==> src/rtl/control_ronda.sv <==
// Round/match controller: scores round winners, pulses the game-counter reset
// between rounds and latches the match champion until restarted.
module control_ronda #(
    parameter int N_JUG       = 2,
    parameter int PUNTOS_META = 3,
    parameter int W_PTS       = 4,
    parameter int PULSO_RST   = 4
) (
    input  logic                     clk,
    input  logic                     resetN,
    input  logic                     reiniciar,
    input  logic                     apagar,
    input  logic [N_JUG-1:0]         ganador,
    output logic                     resetContador,
    output logic [N_JUG*W_PTS-1:0]   puntos,
    output logic [N_JUG-1:0]         campeon,
    output logic                     finPartida
);

    typedef enum logic [1:0] {JUGANDO, PULSO, FIN} estado_e;

    localparam logic [7:0]       CNT_LLENO = 8'(PULSO_RST - 1);
    localparam logic [W_PTS-1:0] META      = W_PTS'(PUNTOS_META);

    estado_e                   estado, estadoSig;
    logic [7:0]                cnt, cntSig;
    logic                      prevApagar;
    logic                      evento;
    logic [N_JUG-1:0]          elegido;
    logic [W_PTS-1:0]          marcador;
    logic [N_JUG*W_PTS-1:0]    puntosSig;
    logic [N_JUG-1:0]          campeonSig;
    logic                      finSig;
    logic                      resetContadorSig;

    assign evento  = apagar & ~prevApagar;
    // Isolates the lowest-index set ganador bit, so ties go to the lowest player.
    assign elegido = ganador & (-ganador);

    always_comb begin
        // NOTE: every signal driven here gets a default first, so no path can infer a latch.
        estadoSig  = estado;
        cntSig     = cnt;
        puntosSig  = puntos;
        campeonSig = campeon;
        finSig     = finPartida;
        marcador   = '0;

        if (reiniciar) begin
            estadoSig  = PULSO;
            cntSig     = CNT_LLENO;
            puntosSig  = '0;
            campeonSig = '0;
            finSig     = 1'b0;
        end else begin
            unique case (estado)
                JUGANDO: begin
                    if (evento) begin
                        estadoSig = PULSO;
                        cntSig    = CNT_LLENO;
                        for (int i = 0; i < N_JUG; i++) begin
                            if (elegido[i]) begin
                                marcador = puntos[i*W_PTS +: W_PTS];
                                if (marcador < META) begin
                                    marcador = marcador + W_PTS'(1);
                                    puntosSig[i*W_PTS +: W_PTS] = marcador;
                                    if (marcador == META) begin
                                        campeonSig = elegido;
                                        finSig     = 1'b1;
                                    end
                                end
                            end
                        end
                    end
                end
                PULSO: begin
                    if (cnt == 8'd0) estadoSig = finPartida ? FIN : JUGANDO;
                    else             cntSig    = cnt - 8'd1;
                end
                FIN:     ;
                default: estadoSig = PULSO;
            endcase
        end

        // Registered copy of "not playing": high through every PULSO and FIN cycle.
        resetContadorSig = (estadoSig != JUGANDO);
    end

    // NOTE: state registers use non-blocking assignments so every flop samples pre-edge values.
    always_ff @(posedge clk or negedge resetN) begin
        if (!resetN) begin
            estado        <= PULSO;
            cnt           <= CNT_LLENO;
            resetContador <= 1'b1;
            puntos        <= '0;
            campeon       <= '0;
            finPartida    <= 1'b0;
            prevApagar    <= 1'b1;
        end else begin
            estado        <= estadoSig;
            cnt           <= cntSig;
            resetContador <= resetContadorSig;
            puntos        <= puntosSig;
            campeon       <= campeonSig;
            finPartida    <= finSig;
            prevApagar    <= apagar;
        end
    end

endmodule

==> config.mk <==
export PLATFORM = sky130hd
export DESIGN_NAME = control_ronda
export DESIGN_NICKNAME = d
export VERILOG_FILES = /design/src/rtl/control_ronda.sv
export SDC_FILE = /design/constraint.sdc
export NUM_CORES = 1
export LEC_CHECK = 0
export ABC_AREA = 1
export BUFFER_PORTS_ARGS = -buffer_cell sky130_fd_sc_hd__buf_2
export CAP_MARGIN = 10
export CORE_ASPECT_RATIO = 1.2
export CORE_MARGIN = 2
export CORE_UTILIZATION = 50
export DETAILED_ROUTE_END_ITERATION = 6
export HOLD_SLACK_MARGIN = 0.03
export PLACE_DENSITY = 0.84
export SYNTH_ARGS = -nofsm -noshare
export SYNTH_HDL_FRONTEND = slang
export SYNTH_SLANG_ARGS = --single-unit
export TNS_END_PERCENT = 20
==> constraint.sdc <==
create_clock -name clk -period 1.6 [get_ports clk]
set_clock_uncertainty 0.15 [all_clocks]
set_input_delay 0.32 -clock clk [delete_from_list [all_inputs] [get_ports clk]]
set_output_delay 0.32 -clock clk [all_outputs]
set_load 0.01 [all_outputs]
**Yosys cells after proc, flatten, opt, wreduce, memory -nomap -nowiden**

Index checks and enable logic that the tools add are counted.

- Flip-flop bits (word level): 23
- Bits of input ports: 6
- Output and inout bits: 12
- Logic and storage cells: 71

- $add $sub $neg: 4
- Order comparisons: 2
- Eq/ne operators: 6
- Multiplexer cells: 34
- Bitwise operators: 3
- Reduce and logical (&&, ||, !) cells: 14

Operators with widths:

| cell | number |
|---|---|
| $mux 8 | 6 |
| $mux 2 | 13 |
| $mux 4 | 4 |
| $pmux 8 s2 | 1 |
| $reduce_bool 2->1 | 7 |
| $mux 1 | 9 |
| $add 4x1->4 const B | 2 |
| $eq 4x2->1 const B | 2 |
| $logic_not 8->1 | 1 |
| $lt 4x2->1 const B | 2 |
| $reduce_and 4->1 | 2 |
| $sub 8x1->8 const B | 1 |
| $ne 3x3->1 const B | 2 |
| $pmux 2 s3 | 1 |
| $reduce_and 3->1 | 1 |
| $reduce_bool 3->1 | 1 |
| $and 2x2->2 | 1 |
| $eq 2x1->1 const B | 1 |
| $eq 2x2->1 const B | 1 |
| $logic_not 2->1 | 1 |
| $neg 2->2 | 1 |
| $reduce_and 2->1 | 1 |
| $and 1x1->1 | 1 |
| $not 1->1 | 1 |

**Depth between registers and ports, before layout**

Gate-level depths: netlist of the first run.

- Word-level depth: 11
- Gate-level depth with buffers: 8
- Depth with buffers taken out: 8

**Least setup slack after synthesis of the first run**

Ideal clock, no wire load.

- Kind: reg-to-reg
- From: register cnt[0]
- To: register cnt[3]
- Library setup time: 0.127 ns
- Arrival: 1.255 ns
- Data required time: 1.323 ns
- Slack: 0.069 ns
- Stages on the path, launching flop included: 9
- Clock period less this slack: 1.531 ns
- Path through: dfstp_2 inv_1 ha_1 nand3_1 nor2_1 nor2_1 nor2_4 nand2_1 o21ai_0

- Cells in the longest elaborated chain, start to end: 4
- Elaborated cells between the ends (all ways): 7
- Classes of those cells: add/sub: 1; eq/ne: 1; mux: 3; reduce/logical: 2

RTL lines:

| what | RTL line | source |
|---|---|---|
| start: declaration | 26 | `logic [7:0] cnt, cntSig;` |
| start signal: assignment | 101 | `cnt <= cntSig;` |
| $sub 8x1->8 | 78 | `else cntSig = cnt - 8'd1;` |
| $mux 8 | 77 | `if (cnt == 8'd0) estadoSig = finPartida ? FIN : JUGANDO;` |
| $pmux 8 s2 | 56 | `unique case (estado)` |
| $mux 8 | 49 | `if (reiniciar) begin` |

Parallel ways exist; a longest one is shown, timed or not. The select of a mux whose other input is x is not followed.
A chain may end at the register's enable or synchronous reset.

**Worst setup path after layout of the first run**

- From: input apagar
- To: register cnt[7]

- Cells in the longest elaborated chain, start to end: 3

RTL lines:

| what | RTL line | source |
|---|---|---|
| start: declaration | 12 | `input logic apagar,` |
| $and 1x1->1 | 36 | `assign evento = apagar & ~prevApagar;` |
| $ne 3x3->1 (no line) | - |  |
| $reduce_and 3->1 (no line) | - |  |

No other way between the ends.

==> results.md, run 1 <==
Timing:
- Setup repair after global routing could not meet its margin everywhere.
- The clock period could shrink to 1.53 ns.
- The upper clock frequency limit is 652 MHz.
- Headroom to the max-slew limit came out at 66.0%.
- The final critical path takes up 95.9% of the cycle.
- Hold is met by 0.185 ns.
- The total setup violations reported at the end of the flow is 0.
- The final hold violation count was 0.
- At the pin with the least slew margin, the transition time is 0.510 ns.
- The max-slew violation count came to 0.

Synthesis:
- The total nets after synthesis is 171.
- The number of synthesis warnings is 0.
- In this run, distinct cell masters in the synthesized netlist total 20.
- Dividing the synthesized area by the synthesized cell count gives 7.95 um2.
- Summed over all instances, the cell type with the most area after synthesis is dfrtp_1.
- The gate count of the mapped netlist is 159.
- The most common flop cell mapped by yosys is dfrtp_1.
- The total of flip-flops plus latches after synthesis is 23.
- The sequential area share after synthesis is 46.0%.
- After synthesis, the cell types taking the most area are dfrtp_1, dfstp_2, nand2_1.
- After synthesis, the largest area contributor takes up 35.6% of total cell area.
- The fraction of registers with async set/reset is 100%.
- The synthesized area is 1260 um2.
- The number of enable flip-flop cells after synthesis is 0.

Drt:
- The count of nets left with antenna violations once routing finished came out at 0.
- The overall routed net length is 2.79 mm.
- Dividing the detail-routed wire length by the instance count gives 12.5 um.
- Using the TritonRoute via totals, the vias-per-cell ratio works out to 5.09.
- The total vias in the final route is 1136.
- The number of search-and-repair iterations in the first detailed-routing pass is 6.
- The detailed router finished its first iteration with 11 violations.
- In the routed design, unresolved DRC markers number 0.

Setup path:
- The endpoint class of the critical path is a register.
- Among cell families on the critical path, the largest total delay comes from buffers and inverters.
- The startpoint identified for the worst register-to-register timing path is cnt[0].
- Among all stages on the critical path, the largest delay is contributed by dlygate4sd3_1.
- The destination of the worst register-to-register timing path is cnt[7].
- The signal arrival time at the worst endpoint is 1.60 ns.
- The worst reg2reg path depth is 7.
- The critical path is of the in -> reg type.
- The critical path goes through dlygate4sd3_1 > buf_2 > nand2_1 > nand2_4 > nand2_8 > inv_2 > nor2_2 > o21ai_1.
- The stage delay of the slowest cell on the critical path is 0.53 ns.
- The required arrival time at the worst endpoint is 1.66 ns.
- For flop-to-flop paths, the worst setup slack is 0.07 ns.
- STA classifies the critical path startpoint as a primary input.
- The biggest fanout along the worst timing path is 6.
- The critical path contains buffers and inverters numbering 3 combined.

Clocking:
- The worst-case clock buffer depth is 2.
- The maximum level of the CTS H-tree is 1.
- At the later pin of the worst-skew pair, clock insertion delay measures 0.32 ns.
- The post-CTS setup-driven buffer insertion count is 0.
- The CTS root buffer is clkbuf_4.
- The clock net in this run drives a total of 23 sinks.
- TritonCTS created 3 clock buffers.
- The TritonCTS clock tree is yes.
- Clock-pin slew was measured on the worst setup and hold paths at 0.13 ns.

Worst hold path:
- In this run the most critical hold path is launched from reiniciar.
- The path type of the worst min-delay path is in -> reg.
- The capture endpoint of the worst hold path is finPartida.
- Along the worst hold path, the cell count comes to 3.

Power:
- Dividing total power by cell area gives a power density of 1240 nW/um2.
- The worst supply voltage drop on vdd is 0.979 mV.
- The leakage power summed over all cells is 0.816 nW.

Run:
- The number of max-cap violations is 0.

Layout:
- In the final layout, the share of cells above drive strength 1 is 33.3%.
- From synthesis to final layout, the design area changed by 23.2%.
- The count of nets after finishing is 205.
- Summing all multi-input logic gate instances after layout gives 623 um2.
- Summing all flip-flop and latch instances after layout gives 582 um2.
- The final-layout fill cell count is 208.
- The number of antenna repair diodes is 0.
- Cells fill 66.1% of the core in the end.
- Once layout is done, the placed cells without fillers occupy 1560 um2.

Die:
- The total die area is 2950 um2.
- From bottom edge to top edge, the die measures 59.1 um.
- The area of the core region is 2350 um2.
- From left edge to right edge, the die measures 49.9 um.
- The count of standard-cell rows is 19.
- The number of I/O pins is 18.
- For this configuration, the core starts out at a cell density of 53.7%.

Global route:
- The number of global-route vias before repair is 1221.
- The aggregate global-route resource usage is 21.9%.
- The pin count of the biggest net entering global routing is 24.
- The final global-route overflow total is 0.
- Global routing used 23.0% of the available met1 tracks.
- met2 is the most crowded layer.
- Global routing consumed, on the met3 layer, 3.03% of the routing resources.
- The global-route track usage on met2 is 42.3%.
- The number of antenna violations at the first check in global routing is 0.
- The first-pass GRT wire length is 5.00 mm.

Placement:
- The routability congestion estimate from global placement is 0.964.
- The instance area at placement is 1450 um2.
- Buffers placed on the I/O ports in this run total 17.
- The sum of net half-perimeters after detailed placement is 2.18 mm.

Run status:
- The flow ran to the end, and the final reports show no timing, DRC or antenna violations.
## cell type report
type                            count  area share, %
Multi-Input combinational cell    108           40.0
Sequential cell                    23           37.4
Timing Repair Buffer               29           11.6
Inverter                           28           6.75
Tap cell                           31           2.49
Clock buffer                        3           1.45
Clock inverter                      1          0.322
## repair_timing
action	4_1_cts	5_1_grt
endpoints found under the setup margin	2	18
pin swaps	1	4
hold buffers	2	0
cloned	0	1
gates resized for setup	1	20
endpoints found under the hold margin	19	0
## cells in the mapped netlist (4+ instances only)
cell type	instances
dfrtp_1	18
nor2_2	4
ha_1	6
nand2_1	34
inv_1	25
o21ai_0	8
dfstp_2	5
o21ai_1	6
nand4_1	5
nor2_1	21
nand3_1	11
## state kept, by name, summed over array words and instances, names as in the netlist
name	cells
campeon	2
cnt	8
estado	2
finPartida	1
prevApagar	1
puntos	8
resetContador	1
## metal layers
metal	part of all wire, %	routed length, um
met1	39	1090
met2	55	1530
met3	3.0	83
met4	3.1	87
met5	0	0
## worst max path at each step
| stage | start | to | slack [ns] | cells after the start |
|---|---|---|---|---|
| after floorplan | cnt[0] | cnt[3] | 0.07 | 8 |
| after global placement | cnt[0] | cnt[2] | 0.06 | 8 |
| after detailed placement | cnt[0] | cnt[2] | 0.008 | 8 |
| after CTS | cnt[0] | resetContador | 0.003 | 7 |
| after global routing | cnt[1] | cnt[6] | -0.05 | 7 |
| final | apagar | cnt[7] | 0.07 | 8 |
## metrics by stage
step | setup TNS (ns) | instances | setup WS, ns | total power, W
floorplan | 0 | 159 | 0.0686 | 0.00127
global placement | 0 | 216 | 0.0633 | 0.00151
detailed placement | 0 | 216 | 0.00751 | 0.00154
CTS | 0 | 222 | 0.00302 | 0.00181
global route | -0.136 | 223 | -0.0494 | 0.00209
finish | 0 | 223 | 0.0659 | 0.00193
## where the power goes
part / total (W) / leakage (nW) / internal, W / switching [W]
Sequential: 0.000793 / 0.302 / 0.000707 / 0.0000859
Combinational: 0.000868 / 0.497 / 0.000328 / 0.000541
Clock: 0.000267 / 0.0177 / 0.0000935 / 0.000174
Total: 0.00193 / 0.816 / 0.00113 / 0.000800
## tightest hold or removal path, stage by stage
cell and delay, ns:
buf_2 0.10, buf_4 0.15, a21oi_1 0.05
## cells by family after synthesis
kind of cell | synth area share (%)
simple gates | 31.1
buf+inv | 9.21
flops | 46.0
compound gates | 6.34
fa+ha+maj | 5.94
xor+xnor | 1.39
## placed cells by master, fill, tap and decap left out, drive strengths merged
cell type / count
dlygate4sd3: 2
nor3: 1
dfrtp: 18
clkinv: 1
buf: 27
ha: 6
nand3b: 1
nand2: 37
inv: 28
a21oi: 2
dfstp: 5
clkbuf: 3
nor2: 29
nand4: 5
xor2: 2
o21ai: 14
nand3: 11
Power figures use the tool's default switching activity.
==> inputs of run 2 (changes only) <==
==> constraint.sdc (replaced) <==
create_clock -name clk -period 1.6 [get_ports clk]
set_clock_uncertainty 0.15 [all_clocks]
set_input_delay 0.08 -clock clk [delete_from_list [all_inputs] [get_ports clk]]
set_output_delay 0.08 -clock clk [all_outputs]
set_load 0.1 [all_outputs]
==> run 2 against run 1 <==
Effect of this change:
- sequential power rose by 0.8%
- global-route usage is 1.7 points lower
- flip-flop and latch count did not move
- maximum frequency decreased by 0.47%
- critical path depth is 1 higher
- total power rose by 4.0%
- die area stayed put
- non-clock buffer count fell by 1
- combinational power rose by 7.8%
- worst setup slack worse by 0.0072 ns
- register-to-register slack hardly changed
==> results.md, run 2 (synthesis gave the netlist of run 1 again) <==
Setup path:
- The number of buffers and inverters on the critical path is 4 (+1).
- The worst setup path is launched from a primary input.
- The stage delay of the slowest cell on the critical path is 0.52 ns (about the same).
- The biggest fanout along the worst timing path is 7 (+1).
- The required arrival time at the worst endpoint is 1.70 ns (+0.04 ns).
- STA classifies the critical path endpoint as a register.
- The family with the most delay on the worst path is buffers and inverters.
- The worst setup path is of the in -> reg kind.
- The worst-path cell with the longest stage delay is dlygate4sd3_1.
- The signal arrival time at the worst endpoint is 1.64 ns (+0.04 ns).
- Walking the worst path, the cells encountered are dlygate4sd3_1 > buf_2 > inv_2 > o21ai_1 > nand2_4 > buf_4 > nor2_4 > o21ai_0 > nor2_1.

Power:
- The combinational power share is 46.6% (+1.6 points).
- The switching part of the total power is 44.1% (+2.6 points).
- The power share of the clock group came to 13.6% (-0.3 points).
- The worst supply voltage drop on vdd is 0.881 mV (-10%).
- The net switching power came to 0.000884 W (+11%).
- The portion of total power attributed to sequential cells is 39.8% (-1.3 points).
- The leakage power summed over all cells is 0.785 nW (-3.9%).
- The cell-internal power is 0.00112 W (-0.56%).
- The power per unit of standard cell area was 1300 nW/um2 (+4.6%).

Drt:
- The final antenna-violating net count is 0 (unchanged).
- The average detailed-routed wire length per instance is 12.3 um (-1.6%).
- The number of search-and-repair iterations in the first detailed-routing pass is 4 (-2).
- The met1 layer wirelength in the final routing was 1.18 mm (+8.0%).
- The sum of met2 wire segment lengths after detailed routing came to 1.47 mm (-4.3%).
- The via-per-instance ratio was 4.93 (-3.3%).
- The highest metal layer with signal wires is met4.
- The total vias in the final route is 1094 (-3.7%).
- The number of remaining DRC errors is 0 (unchanged).
- The routed length on met3 is 66 um (-20%).
- The number of violations reported at the end of detailed-routing iteration 0 was 20 (+9).
- The overall routed net length came to 2.74 mm (-2.0%).

Die:
- The floorplan die width came to 49.9 um (unchanged).
- The height of the die is 59.1 um (unchanged).
- The total die area is 2950 um2 (unchanged).
- The number of I/O pins came to 18 (unchanged).
- The count of standard-cell rows came to 19 (unchanged).
- The starting utilization of the core area came to 53.7% (unchanged).
- The area of the core region is 2350 um2 (unchanged).

Clocking:
- The maximum level of the CTS H-tree is 1 (unchanged).
- The number of buffers added by the clock tree synthesis step is 3 (unchanged).
- The source-to-sink clock delay at the later pin of the worst-skew pair is 0.31 ns (about the same).
- The count of clock tree sinks is 23 (unchanged).
- The worst-case clock buffer depth is 2 (unchanged).
- In this run the clock root is driven by a clkbuf_4.
- The clock transition at the register clock pins on the worst setup and hold paths after CTS was 0.12 ns (about the same).
- The TritonCTS clock tree is yes.

Global route:
- The final global-route overflow total was 0 (unchanged).
- The pin count of the biggest net entering global routing was 24 (unchanged).
- The aggregate global-route resource usage is 20.2% (-1.7 points).
- The number of antenna violations at the first check in global routing came to 0 (unchanged).
- The first-pass GRT wire length is 4.58 mm (-8.3%).
- The number of global-route vias before repair is 1090 (-11%).

Placement:
- The total placed cells including tap cells is 212 (-1.9%).
- The worst slack at placement was -0.0181 ns (-0.0256 ns).
- The sum of net half-perimeters after detailed placement is 1.97 mm (-9.3%).
- The routability congestion estimate from global placement was 0.847 (-12%).
- The number of port buffers is 17 (unchanged).

Timing:
- The time the worst path needs with I/O delays and setup was 1.54 ns (+0.00725 ns).
- Setup repair after global routing could not meet its margin everywhere.
- The final hold violation count is 0 (unchanged).
- The upper clock frequency limit came to 649 MHz (-0.47%).
- The final worst-path cycle share is 96.3% (+0.45 points).
- The transition time at the pin with the least slew margin is 0.511 ns (+0.00109 ns).
- The max-slew headroom at the worst pin is 65.9% (-0.073 points).
- The max-slew violation count is 0 (unchanged).
- The aggregate negative setup slack is 0 ns (unchanged).
- The least setup slack across all paths after layout is 0.0587 ns (-0.00725 ns).
- The total setup violations reported at the end of the flow was 0 (unchanged).

Layout:
- The top cell types in the final layout, fill and taps aside, are nand2_1, inv_1, nor2_1, buf_2.
- The proportion of layout cells with a drive suffix above 1 is 34.0% (+0.70 points).
- The number of antenna repair diodes is 0 (unchanged).
- The area growth from synthesis to layout is 22.5%.
- The count of nets after finishing came to 204 (-0.49%).
- The largest registers in the layout are cnt: 8 flops, puntos: 8 flops.
- The most common cell after layout, fill and taps aside is nand2_1.
- The non-filler instance count after layout came to 222 (-0.45%).

Run:
- The number of max-cap violations came to 0 (unchanged).

Run status:
- The flow ran to the end, and the final reports show no timing, DRC or antenna violations.

Worst hold path:
- The path type of the worst min-delay path is in -> reg.
## run 2: changes by cell type in the layout (fill, tap and decap cells not counted), moves of 2 or more
| cell | delta |
|---|---|
| dfrtp_2 | +7 |
| o21ai_0 | +3 |
| buf_4 | -3 |
| nor2_2 | -3 |
| dlygate4sd3_1 | +2 |
| dfrtp_1 | -8 |
| o21ai_2 | -3 |
| nor2_1 | +2 |
## run 2: metrics by stage
step / instance area, um2 / hold slack [ns] / total power, W / utilization [%]
after floorplan: 1280 / -0.366 / 0.00138 / -
after global placement: 1430 / -0.0770 / 0.00158 / 60.9
after global routing: 1550 / 0.134 / 0.00214 / 65.8
final: 1550 / 0.0740 / 0.00201 / 65.8
after detailed placement: 1430 / -0.0716 / 0.00162 / 60.9
after CTS: 1500 / 0.0662 / 0.00191 / 63.8
## run 2: routing by layer
layer | vias to the layer above | track usage, %
met5 | - | 0
met4 | 0 | 6.75
met3 | 2 | 3.28
met2 | 17 | 39.4
met1 | 511 | 22.0
li1 | 564 | -
## run 2: path summary, 6_finish.rpt
path / endpoint / cells after the start / start / slack [ns]
setup / recovery: campeon[1] / 9 / reiniciar / 0.06
hold / removal: finPartida / 7 / ganador[1] / 0.07
setup reg to reg: cnt[7] / 8 / cnt[0] / 0.06
hold reg to reg: cnt[0] / 2 / cnt[0] / 0.35
max in group asynchronous: puntos[0] / 2 / resetN / 0.80
min in group asynchronous: cnt[4] / 2 / resetN / 0.11
## run 2: repair_timing
item,CTS,global route
gates cloned,0,1
setup buffers,0,1
resized for setup,1,14
endpoints found under the setup margin,4,17
endpoints found under the hold margin,34,0
pin swaps,0,4
hold buffers,4,0
## run 2: power groups by stage
| stage | logic, W | clock network [W] | registers, W |
|---|---|---|---|
| 2_1_floorplan | 0.000484 | 0 | 0.000896 |
| 3_3_place_gp | 0.000787 | 0 | 0.000794 |
| 3_5_place_dp | 0.000825 | 0 | 0.000799 |
| 4_1_cts | 0.000841 | 0.000280 | 0.000788 |
| 5_1_grt | 0.00104 | 0.000295 | 0.000811 |
| 6_report | 0.000936 | 0.000272 | 0.000799 |
## run 2: final cells by class
type,count,area [um2]
repair buffers,28,178
inverters,28,105
multi-input cells,108,606
fillers,203,806
well taps,31,38.8
clock buffers,4,26.3
flip-flops and latches,23,594
## run 2: worst min-delay path, stage by stage
cell	delay, ns
buf_2	0.10
inv_1	0.04
nor2_1	0.05
nand4_1	0.11
nor2_4	0.04
inv_1	0.04
a21oi_1	0.05
